==> config.mk <==
export PLATFORM = sky130hd
export DESIGN_NAME = calc_sequencer
export DESIGN_NICKNAME = d
export VERILOG_FILES = /design/src/rtl/calc_sequencer.sv
export SDC_FILE = /design/constraint.sdc
export NUM_CORES = 1
export LEC_CHECK = 0
export CORE_AREA = 2 2 86 88
export CTS_CLUSTER_SIZE = 40
export DETAILED_ROUTE_END_ITERATION = 8
export DIE_AREA = 0 0 88 90
export PLACE_DENSITY = 0.86
export SLEW_MARGIN = 20
export SYNTH_ARGS = -nofsm -noshare
export SYNTH_HDL_FRONTEND = slang
export SYNTH_SLANG_ARGS = --single-unit
==> constraint.sdc <==
create_clock -name clk -period 1.48 [get_ports clk]
set_clock_uncertainty 0.1 [all_clocks]
set_input_delay 0.37 -clock clk [delete_from_list [all_inputs] [get_ports clk]]
set_output_delay 0.37 -clock clk [all_outputs]
set_load 0.005 [all_outputs]
==> src/rtl/calc_sequencer.sv <==
`timescale 1ns/1ps
// calc_sequencer: command-driven operand/operator sequencer in front of the ALU.
// Chains results through the accumulator, which drives ALU operand A.
module calc_sequencer #(
  parameter int WIDTH = 16,
  parameter int SEL_W = 3
) (
  input  logic             clk,
  input  logic             rst_n,
  input  logic             cmd_valid,
  output logic             cmd_ready,
  input  logic [1:0]       cmd_type,
  input  logic [WIDTH-1:0] cmd_data,
  output logic [WIDTH-1:0] alu_a,
  output logic [WIDTH-1:0] alu_b,
  output logic [SEL_W-1:0] alu_sel,
  input  logic [WIDTH-1:0] alu_out,
  input  logic             alu_carry,
  output logic             res_valid,
  input  logic             res_ready,
  output logic [WIDTH-1:0] res_data,
  output logic             res_carry,
  output logic             res_err,
  output logic             cmd_illegal
);

  localparam logic [1:0] C_LOAD = 2'b00;
  localparam logic [1:0] C_OPER = 2'b01;
  localparam logic [1:0] C_EQ   = 2'b10;
  localparam logic [1:0] C_CLR  = 2'b11;

  localparam logic [SEL_W-1:0] SEL_ADD = '0;
  localparam logic [SEL_W-1:0] SEL_SUB = SEL_W'(1);
  localparam logic [SEL_W-1:0] SEL_DIV = SEL_W'(3);
  localparam logic [SEL_W-1:0] SEL_NOT = '1;

  typedef enum logic [2:0] {
    S_A, S_OP, S_B, S_EXEC, S_RES
  } state_t;

  state_t           state_q, state_d;
  logic [WIDTH-1:0] acc_q, acc_d;
  logic [WIDTH-1:0] b_q, b_d;
  logic [SEL_W-1:0] sel_q, sel_d;
  logic [WIDTH-1:0] res_data_q, res_data_d;
  logic             res_carry_q, res_carry_d;
  logic             res_err_q, res_err_d;
  logic             illegal_q, illegal_d;
  logic             fire;

  assign cmd_ready   = (state_q == S_A) || (state_q == S_OP) || (state_q == S_B);
  assign fire        = cmd_valid & cmd_ready;
  assign res_valid   = (state_q == S_RES);
  assign alu_a       = acc_q;
  assign alu_b       = b_q;
  assign alu_sel     = sel_q;
  assign res_data    = res_data_q;
  assign res_carry   = res_carry_q;
  assign res_err     = res_err_q;
  assign cmd_illegal = illegal_q;

  always_comb begin
    state_d     = state_q;
    acc_d       = acc_q;
    b_d         = b_q;
    sel_d       = sel_q;
    res_data_d  = res_data_q;
    res_carry_d = res_carry_q;
    res_err_d   = res_err_q;
    illegal_d   = 1'b0;
    if (fire && cmd_type == C_CLR) begin
      acc_d   = '0;
      b_d     = '0;
      sel_d   = '0;
      state_d = S_A;
    end else begin
      unique case (state_q)
        S_A: begin
          if (fire) begin
            if (cmd_type == C_LOAD) begin
              acc_d   = cmd_data;
              state_d = S_OP;
            end else begin
              illegal_d = 1'b1;
            end
          end
        end
        S_OP: begin
          if (fire) begin
            unique case (cmd_type)
              C_LOAD: acc_d = cmd_data;
              C_OPER: begin
                sel_d   = cmd_data[SEL_W-1:0];
                state_d = (cmd_data[SEL_W-1:0] == SEL_NOT) ? S_EXEC : S_B;
              end
              C_EQ: begin
                res_data_d  = acc_q;
                res_carry_d = 1'b0;
                res_err_d   = 1'b0;
                state_d     = S_RES;
              end
              default: ;
            endcase
          end
        end
        S_B: begin
          if (fire) begin
            if (cmd_type == C_LOAD) begin
              b_d     = cmd_data;
              state_d = S_EXEC;
            end else begin
              illegal_d = 1'b1;
            end
          end
        end
        S_EXEC: begin
          // Divide by zero is trapped here; the ALU's own output is ignored.
          if (sel_q == SEL_DIV && b_q == '0) begin
            acc_d       = '0;
            res_data_d  = '0;
            res_err_d   = 1'b1;
            res_carry_d = 1'b0;
          end else begin
            acc_d       = alu_out;
            res_data_d  = alu_out;
            res_err_d   = 1'b0;
            res_carry_d = alu_carry & (sel_q == SEL_ADD || sel_q == SEL_SUB);
          end
          state_d = S_RES;
        end
        S_RES: begin
          if (res_ready) state_d = res_err_q ? S_A : S_OP;
        end
        default: state_d = S_A;
      endcase
    end
  end

  always_ff @(posedge clk or negedge rst_n) begin
    if (!rst_n) begin
      state_q     <= S_A;
      acc_q       <= '0;
      b_q         <= '0;
      sel_q       <= '0;
      res_data_q  <= '0;
      res_carry_q <= 1'b0;
      res_err_q   <= 1'b0;
      illegal_q   <= 1'b0;
    end else begin
      state_q     <= state_d;
      acc_q       <= acc_d;
      b_q         <= b_d;
      sel_q       <= sel_d;
      res_data_q  <= res_data_d;
      res_carry_q <= res_carry_d;
      res_err_q   <= res_err_d;
      illegal_q   <= illegal_d;
    end
  end

endmodule

# After elaboration in Yosys (flattened, before gate mapping)

Index checks and enable logic that the tools add are counted.

Memories: 0
Bits in writable memories: 0
Register bits: 57
Bits in read-only memories: 0
Output and inout bits: 56
Logic and storage cells: 90
Latch bits: 0

Order comparisons: 0
$mul: 0
Equality and inequality tests: 21
Reduce and logical (&&, ||, !) cells: 23
Bitwise operators: 3
Shift operators: 0
$add $sub $neg: 0
Muxes and demuxes: 35
Div/mod/pow operators: 0

Operators with widths:

| cell               | count |
|---|---|
| $mux 16            | 8 |
| $pmux 16 s2        | 2 |
| $mux 3             | 11 |
| $logic_not 16->1   | 1 |
| $ne 3x1->1 const B | 5 |
| $pmux 3 s5         | 1 |
| $reduce_bool 2->1  | 6 |
| $mux 1             | 10 |
| $eq 3x2->1 const B | 3 |
| $ne 3x2->1 const B | 3 |
| $reduce_and 3->1   | 3 |
| $reduce_and 7->1   | 1 |
| $eq 3x1->1 const B | 2 |
| $eq 3x3->1 const B | 2 |
| $logic_not 3->1    | 2 |
| $pmux 3 s2         | 1 |
| $eq 2x2->1 const B | 2 |
| $ne 4x1->1 const B | 1 |
| $pmux 1 s2         | 2 |
| $reduce_and 4->1   | 1 |
| $reduce_or 2->1    | 2 |
| $logic_or 1x1->1   | 3 |
| $reduce_bool 3->1  | 1 |
| $and 1x1->1        | 2 |
| 6 further kinds    | 7 |

# Logic depth before layout (Yosys ltp)

Depth in word-level cells: 7
Gate-level depth with buffers: 7
Depth with buffers taken out: 6

# Least setup slack after synthesis

OpenSTA, ideal clock, no wires.

Kind: input to register
Start: input port cmd_type[0]
End: register acc_q[0] (netlist: alu_a[0])
Path buffers: 1
Data required time: 1.301 ns
Slack: -0.237 ns
Cell stages on the path: 7
Arrival: 1.537 ns
Path through: inv_1 ha_1 nor2b_1 o21ai_2 a21oi_2 buf_2 a2bb2oi_1

Cells in the longest elaborated chain, start to end: 4
Elaborated cells on any way between the ends: 8
Classes of those cells: 3 x eq/ne; 1 x mux; 4 x reduce/logical

Ends and longest elaborated chain:

| element                                                          | line | text |
|---|---|---|
| start, declared                                                  | 12   | `input logic [1:0] cmd_type,` |
| $eq 2x2->1                                                       | 71   | `if (fire && cmd_type == C_CLR) begin` |
| $logic_and 1x1->1                                                | 71   |  |
| $ne 3x1->1 (no source line) or $reduce_bool 3->1 (tied branches) | -    |  |
| $reduce_and 3->1 (no source line)                                | -    |  |
| end signal, assigned                                             | 142  | `acc_q <= '0;` |
| end signal, assigned                                             | 151  | `acc_q <= acc_d;` |
| end, declared                                                    | 42   | `logic [WIDTH-1:0] acc_q, acc_d;` |

Parallel ways exist; a longest one is shown, timed or not.
A chain may end at the register's enable or synchronous reset.

# Worst setup path in the final report

Start: register b_q[7] (netlist: alu_b[7])
End: register acc_q[10] (netlist: alu_a[10])

Cells in the longest elaborated chain, start to end: 5

Ends and longest elaborated chain:

| element                | line | text |
|---|---|---|
| start, declared        | 43   | `logic [WIDTH-1:0] b_q, b_d;` |
| start signal, assigned | 143  | `b_q <= '0;` |
| start signal, assigned | 152  | `b_q <= b_d;` |
| $logic_not 16->1       | 118  | `if (sel_q == SEL_DIV && b_q == '0) begin` |
| $logic_and 1x1->1      | 118  |  |
| $mux 16                | 118  |  |
| $pmux 16 s2            | 77   | `unique case (state_q)` |
| $mux 16                | 71   |  |

No other way between the ends.

==> impl_results.md <==
- Status: finished with violations
- Failing checks: negative setup slack
- Post-Syn Instances: 261
- # fillers: approximately 430
- Io pins: between 90 and 100
- Simple-Gate Fraction of Synth Area: approximately an eighth
- Crit path max-delay family: simple AND/OR/NAND/NOR gates
- Antenna cells: 0
- Worst-margin pin slew: just under 0.4 ns
- Crit Path Class: reg2reg
- Largest family of logic cells by synthesized area: compound AO/OA/AOI/OAI gates
- Clock power share: about 18%
- Yosys warns: 0
- CP max stage cell: dfrtp_1
- Num rows: 31
- Overflow after GRT: 0
- Yosys reg bits: 57
- CTS Buf Count: 9
- Die W: roughly 88 um
- Number of buffers and inverters on the critical path: 2
- Setup crit start: alu_b[7]
- Fin. max-slew vios: 0
- DRT Pass-1 Iters: 5
- Clk slew on worst S/H paths: around 0.07 ns
- Iteration-0 DRC Markers: 172
- Final instance count without filler cells: 569
- Leakage: around 2.4 nW
- DR vias: 3355
- Final period utilization: 139%
- Maxcap violations: 0
- Vias/cell: about 5.9
- WP data arrival: 2.17 ns
- Final wirelength: around 12 mm
- Sink count of the clock tree: 57
- CTS tree: done
- Max clock buf depth: 2
- Mapped Area: 2790 um2
- Most common flop cell mapped by yosys: dfrtp_1
- Crit-path cells: nor4bb_2 -> buf_4 -> nand4_1 -> buf_2 -> o211ai_1 -> a2bb2oi_1
- Die height: about 90 um
- Worst Setup Slack, final: -0.581 ns
- CP startpoint kind: flip-flop
- Part of the power in registers: a little over 30%
- First-pass GRT wire length: roughly 18 mm
- Sw frac: ~34%
- Post-synthesis async set-or-reset flop share: 100%
- Compound-Gate Fraction of Synth Area: 29.5%
- Cell Pwr Density: about 1600 nW/um2
- Vias in the first global route: between 3000 and 4000
- Max Freq: 0.485 GHz
- Max FO, Critical Path: 7
- Area Overhead vs Synth: 87.5%
- Clock Latency Late Sink: ~0.35 ns
- Hold Crit Class: in2async
- Antenna violations before repair: 0
- Wirelength per Cell: 20.9 um
- GR Util All Layers: between 20% and 30%
- Gpl congestion: between 0.8 and 0.9
- Synth Area in Adders: under 10%
- Core area: roughly 7000 um2
- Final setup fails: 62
- Drt drc: 0
- Max transition margin: about three quarters
- Root Driver: clkbuf_8
- Net Sw Power: about 2.9 mW
- Combinational share of power: 51.7%
- Critical Path Max Stage Delay: approximately 0.4 ns
- Tot Pwr: approximately 8.3 mW
- Full die area: 7920 um2
- Unrepaired setup endpoints after global routing: true
- Nets: between 500 and 600
- CP endpoint kind: flip-flop
- Internal Power: between 5 and 6 mW
- Hpwl dp: between 6 and 7 mm
- H-Tree Depth: 3
- Largest net degree at the start of global routing: 35
- Syn_area_per_cell: between 10 and 15 um2
- Peak VDD IR: just over 0.0007 V
- Number of cells after detailed placement: 496
- CP required: 1.59 ns
- Detail Route Antenna Nets: 0
- RR Startpoint: alu_b[7]
- Multiplexer share of the synthesized area: 0%
- Number of port buffers: 94
- Proportion of layout cells with a drive suffix above 1: 43.0%
- Final hold viol count: 0
- Syn Nets: ~300
- Number of synthesized flops with an enable pin: 0
- Post-Synth XOR/XNOR Area: 0%
- Post-synthesis sequential area ratio: between 50 and 60%
- Synth cell types: 42
- Initial Util: between 30% and 40%
- Final Critical Period: between 2 and 2.5 ns
[worst reg2reg max path, stage by stage, from the launching register on]
cell,delay (ns)
dfrtp_1,0.40
nor4bb_2,0.33
buf_4,0.17
nand4_1,0.22
buf_2,0.29
o211ai_1,0.28
a2bb2oi_1,0.13
[worst paths after layout]
| path | end | slack, ns | depth (start not counted) |
|---|---|---|---|
| max in group asynchronous | state_q[0] | 0.40 | 3 |
| min in group clk | res_carry | 0.44 | 2 |
| min reg2reg | res_carry | 0.44 | 2 |
| max | alu_a[10] | -0.58 | 6 |
| min | res_data[3] | 0.37 | 2 |
| max reg2reg | alu_a[10] | -0.58 | 6 |
[synthesized netlist by cell type (all sizes together) (2+ instances only)]
cell	number	area, um2
clkbuf	4	15.0
dfrtp	57	1430
nand4	2	12.5
nand2	24	95.1
a2bb2oi	16	140
a221oi	16	140
a31oi	17	106
nor2b	2	12.5
inv	7	26.3
nand3b	2	15.0
nor3	3	20.0
nor4	3	18.8
a22o	19	166
buf	18	101
ha	4	50.1
o211ai	16	135
a21o	2	15.0
nand3	3	15.0
or2	2	12.5
o21ai	6	33.8
a21oi	6	56.3
or3	2	12.5
nor2	20	82.6
o21a	2	15.0
[routing by layer]
metal  global-route usage, %  routed length, um
met5                       0                  0
met4                    19.0                631
met3                    5.33                909
met2                    48.6               6020
met1                    32.8               4320
[cell families after synthesis]
family,count (synthesis)
AO/OA/AOI/OAI,102
AND/OR/NAND/NOR,69
flip-flops,57
adder cells (fa/ha/maj),4
buffers and inverters,29
[layout by cell type, fill, tap and decap left out, types with 3 or more instances in the layout]
cell type	netlist	routed
a31oi_1	17	17
inv_1	7	5
nor2_1	19	19
clkbuf_8	0	10
dlygate4sd2_1	0	25
a22o_1	19	19
or2_4	0	3
a221oi_2	0	10
clkdlybuf4s50_1	0	34
a221oi_1	16	6
nor3_4	0	3
o21ai_1	0	3
buf_4	2	75
buf_2	15	12
buf_12	0	9
o211ai_1	13	13
dfrtp_1	57	55
nand2_1	22	21
a21oi_4	2	3
clkdlybuf4s15_1	0	11
clkinv_2	0	4
a2bb2oi_1	16	14
buf_6	1	45
a21oi_1	3	3
[flip-flops by register name (all words and copies together) (netlist names)]
register,count
alu_sel,3
res_carry,1
res_err,1
alu_a,16
cmd_illegal,1
res_data,16
alu_b,16
state_q,3
[metrics by stage]
step           TNS [ns]  cell area, um2  util (%)  hold slack (ns)  setup WS [ns]
2_1_floorplan     -4.33            2940         -          -0.0256         -0.154
3_3_place_gp     -40.25            4390      62.5            0.184         -0.832
3_5_place_dp     -44.08            4390      62.5            0.189         -0.930
4_1_cts          -13.54            5090      72.4            0.375         -0.383
5_1_grt          -22.53            5240      74.6            0.394         -0.597
6_report         -20.11            5240      74.6            0.367         -0.581
[repair_timing]
item	in CTS	in global routing
pin swaps	18	15
gates cloned	1	1
resized for setup	181	34
endpoints found under the hold margin	12	0
setup buffers	51	13
endpoints found under the setup margin	113	87
hold buffers	1	0
[final cells by class]
class	instances	area, um2	area share, %
multi-input combinational	176	1460	27.8
tap	99	124	2.37
clock buffer	10	138	2.63
sequential	57	1430	27.3
timing repair buffer	214	2000	38.2
inverter	7	31.3	0.598
clock inverter	6	57.6	1.10
[power by group through the flow]
stage               Combinational [mW]  Sequential, mW  Clock (mW)
floorplan                         1.29            2.59           0
global placement                  3.20            2.55           0
detailed placement                3.31            2.58           0
CTS                               3.87            2.46        1.46
global route                      4.54            2.56        1.57
finish                            4.28            2.51        1.48
(Power assumes the default switching activity.)
